==> config.mk <==
export PLATFORM = sky130hd
export DESIGN_NAME = mul_div_unit
export DESIGN_NICKNAME = d
export VERILOG_FILES = /design/src/rtl/mul_div_unit.sv
export SDC_FILE = /design/constraint.sdc
export NUM_CORES = 1
export LEC_CHECK = 0
export CAP_MARGIN = 20
export CELL_PAD_IN_SITES_DETAIL_PLACEMENT = 1
export CELL_PAD_IN_SITES_GLOBAL_PLACEMENT = 1
export CORE_UTILIZATION = 45
export DETAILED_ROUTE_END_ITERATION = 8
export GPL_TIMING_DRIVEN = 0
export MAX_ROUTING_LAYER = met4
export PLACE_DENSITY_LB_ADDON = 0.1
export RECOVER_POWER = 50
export SYNTH_ARGS = -nofsm -noshare
export SYNTH_HDL_FRONTEND = slang
export SYNTH_SLANG_ARGS = --single-unit
==> constraint.sdc <==
create_clock -name clock -period 7.05 [get_ports clock]
set_input_delay 1.7625 -clock clock [delete_from_list [all_inputs] [get_ports clock]]
set_output_delay 1.7625 -clock clock [all_outputs]
set_load 0.005 [all_outputs]
==> src/rtl/mul_div_unit.sv <==
// mul_div_unit: iterative MIPS-style multiply/divide unit with HI/LO registers.
// One operand bit is processed per cycle: shift-add multiply on magnitudes,
// restoring divide on magnitudes, with the sign fix-up applied in FINISH.
// Optional feature macro: MDU_DIV_EN. When undefined, the divider is not built
// and DIV/DIVU requests finish immediately with Op_err set and HI/LO untouched.
module mul_div_unit #(
  parameter int DATA_W = 32
) (
  input  logic              clock,
  input  logic              rst_n,
  input  logic              Start,
  input  logic [1:0]        Op,
  input  logic [DATA_W-1:0] Operand_A,
  input  logic [DATA_W-1:0] Operand_B,
  input  logic              Hi_we,
  input  logic              Lo_we,
  input  logic [DATA_W-1:0] Wr_data,
  input  logic              Cancel,
  output logic              Busy,
  output logic              Done,
  output logic              Div_by_zero,
  output logic              Op_err,
  output logic [DATA_W-1:0] Hi,
  output logic [DATA_W-1:0] Lo
);

  localparam int CNT_W = $clog2(DATA_W);
  localparam logic [CNT_W-1:0] LAST_STEP = CNT_W'(DATA_W - 1);

  typedef enum logic [1:0] {
    IDLE   = 2'd0,
    RUN    = 2'd1,
    FINISH = 2'd2
  } state_t;

  state_t              state_q, state_d;
  logic [CNT_W-1:0]    cnt_q, cnt_d;
  logic [1:0]          op_q, op_d;
  logic [DATA_W-1:0]   a_q, a_d;
  logic [DATA_W-1:0]   b_q, b_d;
  logic [DATA_W-1:0]   mcand_q, mcand_d;     // |B|: multiplicand addend or divisor
  logic [2*DATA_W-1:0] acc_q, acc_d;         // {upper: partial product / remainder, lower: multiplier / quotient}
  logic [DATA_W-1:0]   hi_q, hi_d;
  logic [DATA_W-1:0]   lo_q, lo_d;
  logic                done_q, done_d;
  logic                dbz_q, dbz_d;
  logic                operr_q, operr_d;

  // Magnitudes of the incoming operands (Op[0]=0 selects the signed variants).
  logic                sgn_in;
  logic [DATA_W-1:0]   abs_a, abs_b;
  // Per-step datapath and fix-up terms.
  logic [DATA_W:0]     mul_sum;
  logic [2*DATA_W-1:0] mul_next;
  logic [2*DATA_W-1:0] step_next;
  logic                sgn_q, res_neg, rem_neg;
  logic [2*DATA_W-1:0] prod_fix;
`ifdef MDU_DIV_EN
  logic [DATA_W:0]     rem_sh, rem_diff;
  logic [2*DATA_W-1:0] div_next;
`endif

  // Operand magnitudes, one iteration step and the final sign fix-up.
  always_comb begin
    sgn_in   = ~Op[0];
    abs_a    = (sgn_in && Operand_A[DATA_W-1]) ? -Operand_A : Operand_A;
    abs_b    = (sgn_in && Operand_B[DATA_W-1]) ? -Operand_B : Operand_B;
    mul_sum  = {1'b0, acc_q[2*DATA_W-1:DATA_W]} + {1'b0, (acc_q[0] ? mcand_q : {DATA_W{1'b0}})};
    mul_next = {mul_sum, acc_q[DATA_W-1:1]};
`ifdef MDU_DIV_EN
    rem_sh   = acc_q[2*DATA_W-1:DATA_W-1];
    rem_diff = rem_sh - {1'b0, mcand_q};
    div_next = rem_diff[DATA_W] ? {rem_sh[DATA_W-1:0], acc_q[DATA_W-2:0], 1'b0}
                                : {rem_diff[DATA_W-1:0], acc_q[DATA_W-2:0], 1'b1};
    step_next = op_q[1] ? div_next : mul_next;
`else
    step_next = mul_next;
`endif
    sgn_q    = ~op_q[0];
    res_neg  = sgn_q & (a_q[DATA_W-1] ^ b_q[DATA_W-1]);
    rem_neg  = sgn_q & a_q[DATA_W-1];
    prod_fix = res_neg ? -acc_q : acc_q;
  end

  // Next-state and register-update logic for the IDLE/RUN/FINISH sequencer.
  always_comb begin
    state_d = state_q;
    cnt_d   = cnt_q;
    op_d    = op_q;
    a_d     = a_q;
    b_d     = b_q;
    mcand_d = mcand_q;
    acc_d   = acc_q;
    hi_d    = hi_q;
    lo_d    = lo_q;
    done_d  = 1'b0;
    dbz_d   = 1'b0;
    operr_d = 1'b0;
    case (state_q)
      IDLE: begin
        if (Start) begin
          // Start wins over a simultaneous direct HI/LO write.
          op_d    = Op;
          a_d     = Operand_A;
          b_d     = Operand_B;
          mcand_d = abs_b;
          acc_d   = {{DATA_W{1'b0}}, abs_a};
          cnt_d   = '0;
`ifdef MDU_DIV_EN
          state_d = RUN;
`else
          state_d = Op[1] ? FINISH : RUN;
`endif
        end else begin
          if (Hi_we) hi_d = Wr_data;
          if (Lo_we) lo_d = Wr_data;
        end
      end
      RUN: begin
        if (Cancel) begin
          state_d = IDLE;
        end else begin
          acc_d = step_next;
          cnt_d = cnt_q + 1'b1;
          if (cnt_q == LAST_STEP) state_d = FINISH;
        end
      end
      FINISH: begin
        state_d = IDLE;
        if (!Cancel) begin
          done_d = 1'b1;
`ifdef MDU_DIV_EN
          if (op_q[1]) begin
            if (b_q == '0) begin
              lo_d  = '1;
              hi_d  = a_q;
              dbz_d = 1'b1;
            end else begin
              lo_d = res_neg ? -acc_q[DATA_W-1:0] : acc_q[DATA_W-1:0];
              hi_d = rem_neg ? -acc_q[2*DATA_W-1:DATA_W] : acc_q[2*DATA_W-1:DATA_W];
            end
          end else begin
            {hi_d, lo_d} = prod_fix;
          end
`else
          if (op_q[1]) begin
            operr_d = 1'b1;
          end else begin
            {hi_d, lo_d} = prod_fix;
          end
`endif
        end
      end
      default: state_d = IDLE;
    endcase
  end

  // State and datapath registers with asynchronous active-low clear.
  always_ff @(posedge clock or negedge rst_n) begin
    if (!rst_n) begin
      state_q <= IDLE;
      cnt_q   <= '0;
      op_q    <= '0;
      a_q     <= '0;
      b_q     <= '0;
      mcand_q <= '0;
      acc_q   <= '0;
      hi_q    <= '0;
      lo_q    <= '0;
      done_q  <= 1'b0;
      dbz_q   <= 1'b0;
      operr_q <= 1'b0;
    end else begin
      state_q <= state_d;
      cnt_q   <= cnt_d;
      op_q    <= op_d;
      a_q     <= a_d;
      b_q     <= b_d;
      mcand_q <= mcand_d;
      acc_q   <= acc_d;
      hi_q    <= hi_d;
      lo_q    <= lo_d;
      done_q  <= done_d;
      dbz_q   <= dbz_d;
      operr_q <= operr_d;
    end
  end

  assign Busy        = (state_q != IDLE);
  assign Done        = done_q;
  assign Div_by_zero = dbz_q;
  assign Op_err      = operr_q;
  assign Hi          = hi_q;
  assign Lo          = lo_q;

endmodule

After elaboration in Yosys (flattened, before gate mapping)
Cells that the tools add are included.

Divide/modulo/power cells: 0. Magnitude comparators: 0. Bitwise operators: 4. Equality and inequality tests: 11. Multiply operators: 0. $add $sub $neg: 5. Multiplexer cells: 30. Reductions and logical operators: 11. Shift operators: 0.

Operator list (count): $mux W32 (11); $mux W64 (3); $pmux W32 S2 (2); $pmux W64 S2 (1); $neg A32 Y32 (2); $neg A64 Y64 (1); $add A32 B32 Y33 (1); $ne A2 B2 Y1 const B (7); $mux W5 (2); $pmux W5 S2 (1); $reduce_and A5 Y1 (2); $mux W2 (4); $reduce_bool A2 Y1 (3); $add A5 B1 Y5 const B (1); $eq A5 B5 Y1 const B (1); $mux W1 (5); $pmux W2 S2 (1); $reduce_and A2 Y1 (2); $ne A3 B3 Y1 const B (1); $reduce_and A3 Y1 (1); $eq A2 B1 Y1 const B (1); $eq A2 B2 Y1 const B (1); $logic_and A1 B1 Y1 (2); $logic_not A2 Y1 (1); other kinds (3) (4).

Bits in latches: 0. Output and inout port bits: 68. Register bits: 235. Logic and storage cells: 72. Bits in writable memories: 0. ROM bits: 0. Memories kept: 0.

Logic depth before layout (Yosys ltp)
Gate-level depths: netlist of run 1.

Depth after elaboration: 6. Mapped depth: 12.

Least setup slack after synthesis of run 1
Ideal clock, no wire load.

Path kind: in2reg. From: in Operand_A[3]. To: reg acc_q[25]. Data required time: 6916 ps. Setup slack: 3314 ps. Cell stages on the path: 8. Path buffers: 1. Arrival time: 3602 ps. Cells stage by stage: or3_1 or4_1 clkbuf_1 nor3_1 a31oi_1 xor2_1 mux2i_1 o21ai_0.

Cells in the longest elaborated chain, start to end: 4.

Ends and longest elaborated chain: from (decl) (line 13) `input logic [DATA_W-1:0] Operand_A,`; $neg A32 Y32 (line 66) `abs_a = (sgn_in && Operand_A[DATA_W-1]) ? -Operand_A : Operand_A;`; $mux W32 (line 66); $mux W64 (line 101) `if (Start) begin`; $pmux W64 S2 (line 99) `case (state_q)`; to (signal assigned) (line 167) `acc_q <= '0;`; to (signal assigned) (line 180) `acc_q <= acc_d;`; to (decl) (line 42) `logic [2*DATA_W-1:0] acc_q, acc_d;`.

No other way between the ends. The select of a mux whose other input is x is not followed. A chain may end at the register's enable or synchronous reset.

Worst setup path in the final report of run 1
Same ends and word-level chain as after synthesis.

==> flow_summary.yaml, run 1 <==
placed_design:
  place_congestion: 0.948
  io_buffers: 170
  dp_hpwl_mm: 35.4
  place_ws_ns: 2.41
  placed_area_um2: 14000
sta:
  timing.slew.headroom_pct: 24.7
  hold_viol_final: 0
  worst_pin_slew_ns: 1.11
  slew_violations: 0
  period_share_pct: 60.2
  setup_ws_ns: 2.80
  skew_ns: 0.0128
  rsz0062_at_grt: "no"
  period_minus_slack_ns: 4.25
  setup_viol: 0
  hold-worst-slack_ns: 0.471
  finalSetupTns_ns: 0
  timing.fmax_mhz: 235
clocking:
  cts_hold_buf: 0
  clockBufferDepth: 2
  cts-root-buf: "clkbuf_16"
  numCtsBuffers: 17
  cts_tree: "done"
  cts_setup_buffers: 0
  clk-insertion-delay-late_ns: 0.45
  clock-sinks: 173
  cts-resized-gates: 0
  h-tree-depth: 4
  path_clk_slew_ns: 0.07
drt:
  ant_nets: 0
  drt_iter0_markers: 921
  drc_errors: 0
  dr.pass1.iters: 6
  routedWlPerCell_um: 22.2
  vias: 11963
  viasPerCell: 5.98
  wl_mm: 44.5
global_route:
  grt.total_usage_pct: 34.9
  grt_pass1_vias: 12039
  grt_pass1_wl_mm: 69.1
  grt_max_degree: 88
  antenna_found_initial: 0
  overflow: 0
critical_path:
  cp.required_ns: 7.41
  cp_max_fo: 7
  cp-end-kind: "flop"
  crit_type: "input pin to flop"
  startpoint_type: "input pin"
  crit_path_start: "Operand_A[3]"
  r2r_start: "acc_q[0]"
  arrival_ns: 4.61
yosys:
  ys_seq_elements: 173
  synth_area_leader_cell: "dfrtp_1"
  synthFlopType: "dfrtp_1"
  synthCells: 1461
  synth_top_area_share_pct: 36.5
  synth_edf_count: 0
  syn_nets: 1603
  ys_async_sr_fraction_pct: 100
  yosys-top-cells-area: "dfrtp_1, nand2_1, o21ai_0"
  synth_cell_types: 66
  netlist_area_um2: 11900
  synth_warnings: 0
  avgSynthCellArea_um2: 8.11
  ys_seq_area_share_pct: 36.5
floorplanning:
  die_x_um: 164
  initial_core_util_pct: 45.7
  core-area_um2: 25900
  num_rows: 59
  design.die.area_um2: 27000
  die_y_um: 164
  pin_count: 172
layout:
  syn2layout_area_growth_pct: 23.2
  finalInstanceArea_um2: 14600
  diodes: 0
  drive_above_1_share_pct: 4.03
  final_nets: 1793
power:
  vdd_drop_max_v: 0.000154
  p_total_uw: 4170
  leakage_uw: 0.00616
  powerDensity_nw_per_um2: 286
outcome:
  status: "completed"
worst_hold_path:
  hold_start: "mcand_q[10]"
  hold_path_class: "flop to flop"
job:
  maxCapViolations: 0
==> final cells by class <==
type | count | area [um2]
well taps | 335 | 419
clock inverters | 11 | 133
repair buffers | 171 | 1730
fillers | 3163 | 11300
inverters | 28 | 105
multi-input cells | 1175 | 7080
plain buffers | 85 | 335
clock buffers | 21 | 460
flip-flops and latches | 173 | 4330
==> through the flow <==
step | instances | utilization (%)
2_1_floorplan | 1461 | -
3_3_place_gp | 1966 | 53.9
3_5_place_dp | 1967 | 54.0
4_1_cts | 1999 | 56.3
5_1_grt | 1999 | 56.3
6_report | 1999 | 56.3
==> routing by layer <==
layer  routed length [um]  vias up  GRT usage, %
li1                     -     5551             -
met1                20200     5844          47.1
met2                19900      476          53.0
met3                 2840       92          4.42
met4                 1560        0          13.8
met5                    0        -             -
==> where the power goes <==
part           leakage (uW)  total (uW)  internal (uW)  switching (uW)
clock network      0.000285         991            546             445
registers           0.00217        1520           1240             280
logic               0.00371        1660            708             952
==> placed cells by master, fill, tap and decap left out, types with 13 or more instances in the layout <==
master	instances
a31oi_1	18
nand2_1	201
inv_1	28
clkbuf_16	17
xor2_1	67
xnor2_1	72
dfrtp_1	173
a21o_1	19
clkdlybuf4s50_1	137
nand3_1	13
nor3_1	26
dlygate4sd3_1	32
or3_1	28
o21ai_0	147
o31ai_1	35
nand4_1	14
a21oi_1	121
and3_1	15
nand2b_1	14
ha_1	37
clkbuf_1	74
nor4_1	14
o221ai_1	13
and2_1	37
nor2_1	139
==> final timing paths <==
check	slack (ns)	cells past startpoint	end
worst max-delay path	2.80	9	acc_q[25]
worst min-delay path	0.47	2	mcand_q[10]
worst max register to register	3.11	10	acc_q[58]
worst min register to register	0.47	2	mcand_q[10]
max in group asynchronous	4.83	2	mcand_q[17]
min in group asynchronous	1.31	1	Lo[10]
==> synthesized netlist by cell type (3+ instances only) <==
| cell type | instances |
|---|---|
| o22ai_1 | 8 |
| nor3b_1 | 4 |
| o21bai_1 | 6 |
| ha_1 | 37 |
| nand4_1 | 14 |
| o221ai_1 | 13 |
| o21a_1 | 6 |
| nand2b_1 | 14 |
| o31ai_1 | 35 |
| nor2_1 | 139 |
| or2_2 | 8 |
| or4_1 | 10 |
| a21oi_1 | 121 |
| a21o_1 | 19 |
| and3_1 | 15 |
| o31ai_2 | 4 |
| dfrtp_1 | 173 |
| nor4_1 | 14 |
| or4b_4 | 3 |
| mux2i_1 | 12 |
| a22oi_1 | 5 |
| buf_1 | 9 |
| xor2_1 | 67 |
| nand3_1 | 13 |
| o21ai_0 | 147 |
| a211oi_1 | 12 |
| nor2b_1 | 9 |
| and2_1 | 38 |
| nor3_1 | 26 |
| xnor2_1 | 72 |
| clkbuf_1 | 72 |
| or3_1 | 28 |
| o41ai_1 | 7 |
| o211ai_1 | 5 |
| o21ai_2 | 4 |
| nand2_1 | 201 |
| inv_1 | 28 |
| a31oi_1 | 18 |
| o21ai_1 | 7 |
==> cell families (layout without fill, tap and decap cells) <==
kind of cell / Yosys count / after routing / share of synthesized area (%)
and+or+nand+nor: 546 / 546 / 21.9
xor gates and xnor gates: 139 / 139 / 10.3
DFF: 173 / 173 / 36.5
AOI/OAI and AO/OA: 439 / 439 / 22.5
muxes: 12 / 12 / 1.01
other: 1 / 1 / 0.0316
adders and majority gates: 38 / 38 / 4.08
buffers and inverters: 113 / 316 / 3.72
==> registers in the layout (all words and copies together) (netlist names) <==
| name | count |
|---|---|
| op_q | 2 |
| Lo | 32 |
| a_q | 1 |
| Done | 1 |
| mcand_q | 31 |
| cnt_q | 5 |
| Op_err | 1 |
| acc_q | 64 |
| b_q | 2 |
| Hi | 32 |
| state_q | 2 |
==> worst max-delay path: stages <==
cell             delay [ns]
clkdlybuf4s50_1        0.45
or3_1                  0.42
or4_1                  0.40
clkbuf_1               0.19
nor3_1                 0.59
a31oi_1                0.21
xor2_1                 0.28
mux2i_1                0.13
o21ai_0                0.17
Note: power is estimated with default switching activity, not from simulation.
==> run 2, diff against run 1 <==
--- a/config.mk
+++ b/config.mk
@@ -8,7 +8,7 @@
 export CAP_MARGIN = 20
 export CELL_PAD_IN_SITES_DETAIL_PLACEMENT = 1
 export CELL_PAD_IN_SITES_GLOBAL_PLACEMENT = 1
-export CORE_UTILIZATION = 45
+export CORE_UTILIZATION = 41
 export DETAILED_ROUTE_END_ITERATION = 8
 export GPL_TIMING_DRIVEN = 0
 export MAX_ROUTING_LAYER = met4
==> constraint.sdc (replaced) <==
create_clock -name clock -period 4.2 [get_ports clock]
set_input_delay 1.05 -clock clock [delete_from_list [all_inputs] [get_ports clock]]
set_output_delay 1.05 -clock clock [all_outputs]
set_load 0.005 [all_outputs]
==> run 2 against run 1 <==
Clock power up 74%; flip-flop and latch count unchanged; wire length up 2.5%; register-to-register slack worse by 2.7 ns; the flow now finishes with violations (max-capacitance violations, max-slew violations); global-route usage down 2.1 points; critical endpoint is now acc_q[62]; power up 70%; non-clock buffer count up 1; combinational power up 70%; utilization down 4.2 points; setup slack worse by 2.4 ns; die area up 9.6%.
==> flow_summary.yaml, run 2 (synthesis gave the netlist of run 1 again) <==
outcome:
  status: "complete, but fails checks"
  violations: "max-capacitance violations, max-slew violations"
sta:
  period_share_pct: 91.2
  worst_pin_slew_ns: 2.10
  slew_violations: 83
  skew_ns: 0.0133
  rsz0062_at_grt: "no"
  hold_viol_final: 0
  timing.fmax_mhz: 261
  setup_viol: 0
  period_minus_slack_ns: 3.83
  timing.slew.headroom_pct: -40.0
clocking:
  clockBufferDepth: 2
  path_clk_slew_ns: 0.07
  cts_setup_buffers: 0
  clk-insertion-delay-late_ns: 0.45
  h-tree-depth: 4
  cts-resized-gates: 0
  cts_hold_buf: 0
  cts_tree: "done"
  clock-sinks: 173
  numCtsBuffers: 17
  cts-root-buf: "clkbuf_16"
global_route:
  grt.total_usage_pct: 32.7
  overflow: 0
  grt_pass1_wl_mm: 70.7
  grt_pass1_vias: 12107
  antenna_found_initial: 0
  grt_max_degree: 93
floorplanning:
  die_x_um: 172
  pin_count: 172
  design.die.area_um2: 29600
  initial_core_util_pct: 42.2
  num_rows: 61
  core-area_um2: 28100
  die_y_um: 172
drt:
  routedWlPerCell_um: 22.3
  wl_mm: 45.6
  viasPerCell: 5.90
  drc_errors: 0
  ant_nets: 0
  vias: 12046
  drt_iter0_markers: 908
  dr.pass1.iters: 5
power:
  powerDensity_nw_per_um2: 484
  p_total_uw: 7080
  leakage_uw: 0.00617
  vdd_drop_max_v: 0.000297
critical_path:
  crit_path_start: "acc_q[0]"
  ff2ff_path_depth: 11
  cp.required_ns: 4.56
  cp-end-kind: "flop"
  cp_max_fo: 10
  crit_type: "flop to flop"
  timing.reg2reg.setup_slack_ns: 0.37
  critical_path.reg2reg.endpoint: "acc_q[62]"
  startpoint_type: "flop"
  r2r_start: "acc_q[0]"
  arrival_ns: 4.19
layout:
  largest_reg_flops: 64
  multi_input_area_um2: 7080
  instances_no_fill: 2043
  fillCellCount: 3446
  final_common_cell: "nand2_1"
  final_nets: 1794
  diodes: 0
  drive_above_1_share_pct: 4.08
  seq_area_um2: 4330
  syn2layout_area_growth_pct: 23.6
  layout_common_cells: "nand2_1, dfrtp_1, o21ai_0"
  fin_util_pct: 52.1
  regMostFlops: "acc_q"
job:
  maxCapViolations: 1
worst_hold_path:
  hold_path_end: "mcand_q[28]"
  hold_path_class: "flop to flop"
  hold_depth: 2
  hold_start: "mcand_q[28]"
placed_design:
  io_buffers: 170
  dpl.cell_count: 2011
  dp_hpwl_mm: 36.2
  place_congestion: 0.925
-- run 2: worst max-delay path by stage --
stage / to / depth (start not counted)
CTS: acc_q[62] / 11
finish: acc_q[62] / 11
global route: mcand_q[11] / 2
detailed placement: acc_q[25] / 9
global placement: mcand_q[12] / 1
floorplan: acc_q[25] / 8
-- run 2: where the power goes --
group          switching [uW]  internal, uW
Combinational            1630          1190
Clock                     763           954
Sequential                470          2080
-- run 2: area by class of cell --
type	count	share of cell area (%)
multi-input cells	1175	48.3
flip-flops and latches	173	29.6
repair buffers	172	11.7
well taps	378	3.23
clock buffers	19	2.96
plain buffers	85	2.29
clock inverters	13	1.22
inverters	28	0.718
-- run 2: worst max-delay path, cell delays in order, from the launching register on --
cell and delay (ns):
dfrtp_1 0.65, clkbuf_1 0.33, nand2_1 0.20, inv_1 0.11, ha_1 0.24, a211oi_1 0.30, o21ai_0 0.29, o2111ai_1 0.51
a211oi_1 0.29, o31ai_1 0.55, nand4_1 0.15, o211ai_1 0.12
-- run 2: stage by stage --
stage	area, um2	TNS [ns]	hold slack, ns	setup slack [ns]
5_1_grt	14600	0	0.495	0.0579
2_1_floorplan	11900	0	0.442	1.18
6_report	14600	0	0.476	0.368
4_1_cts	14700	0	0.482	0.415
3_3_place_gp	14000	-942.44	0.457	-5.46
3_5_place_dp	14100	0	0.466	0.179
-- run 2: routing by layer --
| metal | up-vias | GRT usage (%) | wire length, um |
|---|---|---|---|
| met5 | - | - | 0 |
| met2 | 475 | 50.1 | 20300 |
| met4 | 0 | 9.16 | 1050 |
| met3 | 67 | 4.94 | 2990 |
| li1 | 5554 | - | - |
| met1 | 5950 | 44.9 | 21200 |
